$ cat config.mk
export PLATFORM = sky130hd
export DESIGN_NAME = fwd_scoreboard
export DESIGN_NICKNAME = d
export VERILOG_FILES = /design/src/rtl/fwd_scoreboard.sv
export SDC_FILE = /design/constraint.sdc
export NUM_CORES = 1
export LEC_CHECK = 0
export BUFFER_PORTS_ARGS = -buffer_cell sky130_fd_sc_hd__buf_4
export CORE_ASPECT_RATIO = 1.75
export CORE_MARGIN = 1.5
export CORE_UTILIZATION = 44
export CTS_CLUSTER_SIZE = 16
export DETAILED_ROUTE_END_ITERATION = 8
export PLACE_DENSITY = 0.75
export SLEW_MARGIN = 30
export SYNTH_ARGS = -nofsm -noshare
export SYNTH_HDL_FRONTEND = slang
export SYNTH_SLANG_ARGS = --single-unit
$ cat constraint.sdc
create_clock -name clk -period 2 [get_ports clk]
set_clock_uncertainty 0.05 [all_clocks]
set_input_delay 0.2 -clock clk [delete_from_list [all_inputs] [get_ports clk]]
set_output_delay 0.2 -clock clk [all_outputs]
set_load 0.005 [all_outputs]
$ cat src/rtl/fwd_scoreboard.sv
// Forwarding/hazard scoreboard: tracks in-flight producers past ID, generates load-use stalls and per-port forward selects.
// Define FWD_PERF_CNT_EN to build the saturating stall-cycle counter; otherwise stall_cnt is tied to 0.
module fwd_scoreboard #(
  parameter int STAGES = 3,
  parameter int NREAD  = 2,
  parameter int AW     = 5,
  parameter int LW     = 2
) (
  input  logic                                     clk,
  input  logic                                     reset,
  input  logic                                     id_valid,
  input  logic [NREAD*AW-1:0]                      id_rs_addr,
  input  logic [NREAD-1:0]                         id_rs_use,
  input  logic                                     id_wr_en,
  input  logic [AW-1:0]                            id_wr_addr,
  input  logic [LW-1:0]                            id_wr_lat,
  input  logic                                     flush,
  output logic                                     stall,
  output logic [NREAD*$clog2(STAGES+1)-1:0]        ex_fwd_sel,
  output logic [31:0]                              stall_cnt
);

  localparam int SW = $clog2(STAGES + 1);

  logic          entValid [STAGES];
  logic [AW-1:0] entAddr  [STAGES];
  logic [LW-1:0] entLat   [STAGES];

  logic [SW-1:0]    selNext [NREAD];
  logic [NREAD-1:0] portHazard;
  logic             issue;

  // Scan oldest to youngest so the youngest matching producer wins.
  always_comb begin
    for (int p = 0; p < NREAD; p++) begin
      selNext[p]    = '0;
      portHazard[p] = 1'b0;
      for (int i = STAGES - 1; i >= 0; i--) begin
        if (id_rs_use[p] && entValid[i] && (entAddr[i] != '0) &&
            (entAddr[i] == id_rs_addr[p*AW +: AW])) begin
          selNext[p]    = SW'(i + 1);
          portHazard[p] = int'(entLat[i]) > i;
        end
      end
    end
  end

  assign stall = ~reset & id_valid & ~flush & (|portHazard);
  assign issue = id_valid & ~stall & ~flush;

  // Entries advance every cycle; a stalled or flushed slot becomes a bubble.
  always_ff @(posedge clk) begin
    if (reset) begin
      for (int i = 0; i < STAGES; i++) entValid[i] <= 1'b0;
      ex_fwd_sel <= '0;
    end else begin
      for (int i = 1; i < STAGES; i++) begin
        entValid[i] <= entValid[i-1];
        entAddr[i]  <= entAddr[i-1];
        entLat[i]   <= entLat[i-1];
      end
      entValid[0] <= issue & id_wr_en;
      entAddr[0]  <= id_wr_addr;
      entLat[0]   <= id_wr_lat;
      for (int p = 0; p < NREAD; p++)
        ex_fwd_sel[p*SW +: SW] <= issue ? selNext[p] : '0;
    end
  end

`ifdef FWD_PERF_CNT_EN
  always_ff @(posedge clk) begin
    if (reset)
      stall_cnt <= '0;
    else if (stall && (stall_cnt != 32'hFFFF_FFFF))
      stall_cnt <= stall_cnt + 32'd1;
  end
`else
  assign stall_cnt = '0;
`endif

endmodule

==> results of run 1 <==
==> sequential cells by signal, summed over array words and instances, names as in the netlist <==
register    flops
entAddr        15
entLat          6
ex_fwd_sel      4
entValid        3
==> Yosys cell counts, drive strengths merged <==
library cell and number:
a21oi 1, o21ai 3, xor2 5, dfxtp 7, or3 1, o31a 1
o22ai 1, and2b 1, mux2i 2, xnor2 25, nor2 3, nand4 5
nand2 7, nand2b 1, nor3 8, conb 1, nand4b 1, nor2b 3
edfxtp 21, buf 32, o221ai 1, or4 3, inv 2, nor4 5
==> routing by layer <==
metal,GRT usage,share of wire,up-vias,routed length (µm)
met2,0.349,0.58,59,2060
met3,0.0324,0.046,19,164
met4,0.132,0.050,0,178
li1,-,-,528,-
met1,0.166,0.33,538,1160
met5,0,0,-,0
==> through the flow <==
step,setup TNS [ps],hold slack [ps]
final,-1890,43.2
after global routing,-2420,31.7
after CTS,-1380,41.4
after detailed placement,-859,330
after global placement,-92.2,328
after floorplan,-65.6,222
==> kinds of logic after synthesis <==
logic type | count (synthesis)
compound gates | 7
mux | 2
xor+xnor | 30
flops | 28
simple gates | 38
other cells | 1
buf+inv | 34
==> power breakdown <==
group          leakage, nW  internal (W)  switching (W)
clock               0.0357      0.000268       0.000176
sequential           0.262      0.000661      0.0000248
combinational        0.516      0.000102       0.000105
total                0.814       0.00103       0.000306
==> cell type report <==
class                   count  area, µm²
fillers                   295       1380
multi-input cells         109        772
flip-flops and latches     28        771
repair buffers             49        372
well taps                  45       56.3
clock buffers               3       41.3
clock inverters             1       30.0
inverters                   2       7.51
==> timing repair <==
action	CTS	global route
buffers inserted	2	2
resized for setup	6	7
pin swaps	3	1
endpoints found under the hold margin	0	0
setup endpoints to repair	6	6
==> critical path: cells and delay by family, from the launching register on <==
kind            cells  cell delay [ps]
simple gates        3              860
flops               1              470
mux                 1              230
xor+xnor            1              190
compound gates      1              130
buf+inv             1              130
==> path summary, 6_finish.rpt <==
check | start | endpoint | cells after the start
max | entAddr[0][9]$_DFFE_PN_ | stall | 7
min | id_wr_lat[0] | entLat[0][0]$_DFFE_PN_ | 1
max reg2reg | entAddr[0][9]$_DFFE_PN_ | ex_fwd_sel[1]$_SDFF_PP0_ | 8
min reg2reg | entLat[0][2]$_DFFE_PN_ | entLat[0][4]$_DFFE_PN_ | 0
==> flow_metrics.py, run 1 <==
metrics = {
    "yosys": {
        "yosysWarningCount": 0,
        "synthTopCellsByArea": "edfxtp_1 (39%), buf_4 (15%), xnor2_1 (14%)",
        "yosys.cell_types.count": 26,
        "netlist_area_um2": 1610,
        "synth_top_area_frac": 0.392,
        "synth_top_cell_by_area": "edfxtp_1",
        "synth_top_family_by_area": "XOR/XNOR gates",
        "synth_compound_gate_area_share": 0.0381,
        "synthSimpleGateAreaFrac": 0.150,
        "ys_ff_latch": 28,
        "seq_area_frac_synth": 0.479,
        "postSynthCellCount": 140,
        "yosys.area_share.adder": 0,
        "synthXorXnorAreaFrac": 0.163,
        "synth.avg_cell_area_um2": 11.5,
        "synthMuxAreaShare": 0.0125,
    },
    "floorplan": {
        "die_w_um": 48.7,
        "die_h_um": 83.0,
        "dieArea_um2": 4040,
        "core_um2": 3430,
        "start_util": 0.468,
        "pin_count": 61,
        "rows": 28,
    },
    "timing": {
        "drv_slew": 0,
        "setup_violations": 6,
        "worst_slack_ps": -534,
        "hold_viol": 0,
        "slew_headroom": 0.648,
        "period_needed_ps": 2530,
        "rsz0062_at_grt": "true",
        "max_slew.worst_pin.slew_ps": 523,
        "post-route-period-util": 1.27,
        "fmax_mhz": 395,
    },
    "final_layout": {
        "final_area_um2": 2050,
        "layout_commonest_cell": "buf_4",
        "diodes": 0,
        "fin_nets": 217,
        "utilization": 0.597,
        "syn2layout_area_growth_pct": 27.5,
        "drive_above_1_share": 0.365,
        "layout.cells.non_filler": 237,
        "final_cell_mix": "buf_4 (48), conb_1 (32), xnor2_1 (25)",
    },
    "critical_path": {
        "critPathLaunchType": "flop",
        "critPathSlowestCell": "nor4_1",
        "end_kind": "primary output",
        "criticalPathCategory": "reg2out",
        "critPathMaxStageDelay_ps": 500,
        "required_ps": 1750,
        "worstPathCellList": "xor2_1 -> nor4_1 -> nand4b_4 -> mux2i_2 -> o221ai_2 -> and2b_1 -> buf_4",
        "cp_data_arrival_time_ps": 2280,
        "cp_max_fo": 4,
        "reg2reg_slack_ps": -370,
    },
    "route": {
        "drt-initial-drc-count": 10,
        "wirelength_mm": 3.56,
        "firstDrtPassIters": 4,
        "drc_errors": 0,
        "vias": 1144,
        "wl_per_cell_um": 15.0,
        "final_antenna_net_count": 0,
        "vias_per_cell": 4.83,
    },
    "pwr": {
        "p_leak_nw": 0.814,
        "vdd_ir_drop_max_mv": 0.557,
        "finalPower_w": 0.00134,
        "pwr_density_cell_nw_per_um2": 653,
    },
    "clocking": {
        "cts.htree.levels": 1,
        "cts.path.max_buffers": 2,
        "cts_tree": "done",
        "cts_hold_buf": 0,
        "clk_latency_ps": 280,
        "cts_root_buffer": "clkbuf_8",
        "clkTransAtPathRegs_ps": 100,
        "cts_sinks": 28,
        "cts-buffers-inserted": 3,
    },
    "placement": {
        "gp_congestion": 0.904,
        "dp.cells": 230,
        "post_dp_cell_area_um2": 1890,
        "port_buffers": 28,
        "pre_cts_ws_ps": -195,
        "dpl.hpwl_mm": 2.75,
    },
    "grt": {
        "grt_max_degree": 22,
        "grt_first_pass_wirelength_mm": 5.60,
        "grt.total_usage": 0.184,
        "grt_antenna_before_repair": 0,
        "gr-total-overflow": 0,
        "grt_pass1_vias": 1235,
    },
    "run": {
        "drv_cap": 0,
    },
    "hold_path": {
        "worst_hold_path_type": "in2reg",
    },
    "status": {
        "violations": "negative setup slack",
        "status": "finished with violations",
    },
}
(Power assumes the default switching activity.)
==> run 2: changes to the inputs <==
--- a/config.mk
+++ b/config.mk
@@ -12,6 +12,7 @@
 export CTS_CLUSTER_SIZE = 16
 export DETAILED_ROUTE_END_ITERATION = 8
 export PLACE_DENSITY = 0.75
+export RECOVER_POWER = 25
 export SLEW_MARGIN = 30
 export SYNTH_ARGS = -nofsm -noshare
 export SYNTH_HDL_FRONTEND = slang
==> run 2 against run 1 <==
Against the previous run:
- the run still ends with negative setup slack left
- cell count unchanged
- utilization unchanged
- count of clock-buffer cells in the layout unchanged
- die area unchanged
- power about the same
- register-to-register slack about the same
- wire length down 0.11%
- sequential power about the same
- first-iteration DRC count unchanged
- critical endpoint unchanged
- largest cell class unchanged
- largest power group unchanged
==> flow_metrics.py, run 2 (same netlist as run 1, synthesis figures left out) <==
metrics = {
    "timing": {
        "hold_viol": 0,
        "slew_headroom": 0.648,
        "post-route-period-util": 1.27,
        "setup_violations": 6,
        "max_slew.worst_pin.slew_ps": 523,
        "worst_slack_ps": -534,
        "fmax_mhz": 395,
        "period_needed_ps": 2530,
        "drv_slew": 0,
        "tns_ps": -1890,
        "rsz0062_at_grt": "true",
    },
    "clocking": {
        "cts_tree": "done",
        "cts.htree.levels": 1,
        "cts_root_buffer": "clkbuf_8",
        "cts_sinks": 28,
        "cts.path.max_buffers": 2,
        "cts_hold_buf": 0,
        "clkTransAtPathRegs_ps": 90,
        "clk_latency_ps": 280,
        "cts-buffers-inserted": 3,
    },
    "critical_path": {
        "end_kind": "primary output",
        "r2r-end": "ex_fwd_sel[1]$_SDFF_PP0_",
        "critPathLaunchType": "flop",
        "worstPathCellList": "xor2_1 -> nor4_1 -> nand4b_4 -> mux2i_2 -> o221ai_2 -> and2b_1 -> buf_4",
        "crit_family": "simple AND/OR/NAND/NOR gates",
        "criticalPathCategory": "reg2out",
        "critPathMaxStageDelay_ps": 500,
        "cp_data_arrival_time_ps": 2280,
        "cp.buffers_inverters": 1,
        "ff2ff_path_depth": 8,
        "critPathSlowestCell": "nor4_1",
        "cp_max_fo": 4,
        "reg2reg_slack_ps": -370,
        "r2r_start": "entAddr[0][9]$_DFFE_PN_",
        "required_ps": 1750,
    },
    "pwr": {
        "pwr_density_cell_nw_per_um2": 653,
        "vdd_ir_drop_max_mv": 0.557,
        "p_leak_nw": 0.812,
    },
    "route": {
        "drt-initial-drc-count": 10,
        "vias_per_cell": 4.83,
        "vias": 1144,
        "wirelength_mm": 3.56,
        "firstDrtPassIters": 4,
        "final_antenna_net_count": 0,
        "wl_per_cell_um": 15.0,
        "drc_errors": 0,
    },
    "final_layout": {
        "layout.cells.non_filler": 237,
        "top_register": "entAddr",
        "fin_nets": 217,
        "drive_above_1_share": 0.365,
        "syn2layout_area_growth_pct": 27.5,
        "diodes": 0,
        "largest_reg_flops": 15,
        "final_cell_mix": "buf_4 (41), conb_1 (32), xnor2_1 (25)",
        "layout_commonest_cell": "buf_4",
        "final_area_um2": 2050,
        "reg_top3": "entAddr: 15 flops, entLat: 6 flops, ex_fwd_sel: 4 flops",
    },
    "placement": {
        "dp.cells": 230,
        "gp_congestion": 0.904,
        "post_dp_cell_area_um2": 1890,
        "dpl.hpwl_mm": 2.75,
        "port_buffers": 28,
    },
    "floorplan": {
        "die_w_um": 48.7,
        "core_um2": 3430,
        "dieArea_um2": 4040,
        "die_h_um": 83.0,
        "start_util": 0.468,
        "pin_count": 61,
        "rows": 28,
    },
    "status": {
        "status": "finished with violations",
        "violations": "negative setup slack",
    },
    "grt": {
        "grt_antenna_before_repair": 0,
        "grt.total_usage": 0.184,
        "gr-total-overflow": 0,
        "grt_pass1_vias": 1235,
        "grt_first_pass_wirelength_mm": 5.60,
        "grt_max_degree": 22,
    },
    "hold_path": {
        "hold_depth": 2,
        "holdPathEnd": "entValid[0][2]$_SDFF_PP0_",
        "worstHoldStart": "reset",
        "worst_hold_path_type": "in2reg",
    },
    "run": {
        "drv_cap": 0,
    },
}
## run 2: cell type report
class                           count  area (µm²)
Inverter                            2        7.51
Fill cell                         295        1380
Clock buffer                        3        41.3
Timing Repair Buffer               49         372
Multi-Input combinational cell    109         772
Tap cell                           45        56.3
Sequential cell                    28         771
Clock inverter                      1        30.0
## run 2: worst max-delay path by stage
stage                                     endpoint  slack (ps)  cells after the start                     from
after global routing                         stall        -630                      7  entAddr[0][9]$_DFFE_PN_
after global placement                       stall         -60                      7  entAddr[0][5]$_DFFE_PN_
after detailed placement  ex_fwd_sel[3]$_SDFF_PP0_        -200                      7  entAddr[0][5]$_DFFE_PN_
final                                        stall        -530                      7  entAddr[0][9]$_DFFE_PN_
after CTS                                    stall        -480                      7  entAddr[0][5]$_DFFE_PN_
after floorplan                              stall         -70                      6  entAddr[0][5]$_DFFE_PN_
## run 2: repair_timing
action | CTS | global route
gates cloned | 0 | 0
pin swaps | 3 | 1
buffers inserted | 2 | 2
setup endpoints to repair | 6 | 6
resized for setup | 6 | 7
## run 2: per-layer routing
| metal | global-route usage | part of all wire |
|---|---|---|
| met1 | 0.166 | 0.33 |
| met2 | 0.349 | 0.58 |
| met3 | 0.0324 | 0.047 |
| met4 | 0.132 | 0.050 |
| met5 | 0 | 0 |
## run 2: power breakdown
group	internal, W	switching [W]
Sequential	0.000661	0.0000248
Clock	0.000268	0.000176
Combinational	0.000102	0.000105
Total	0.00103	0.000306
## run 2: metrics by stage
step,hold WS (ps),total power (W),utilization,worst slack (ps)
after CTS,41.4,0.00134,0.584,-484
after global placement,328,0.000888,0.549,-61.6
after global routing,44.6,0.00139,0.597,-632
after detailed placement,330,0.000898,0.549,-195
final,51.7,0.00134,0.597,-534
after floorplan,222,0.000839,-,-65.6
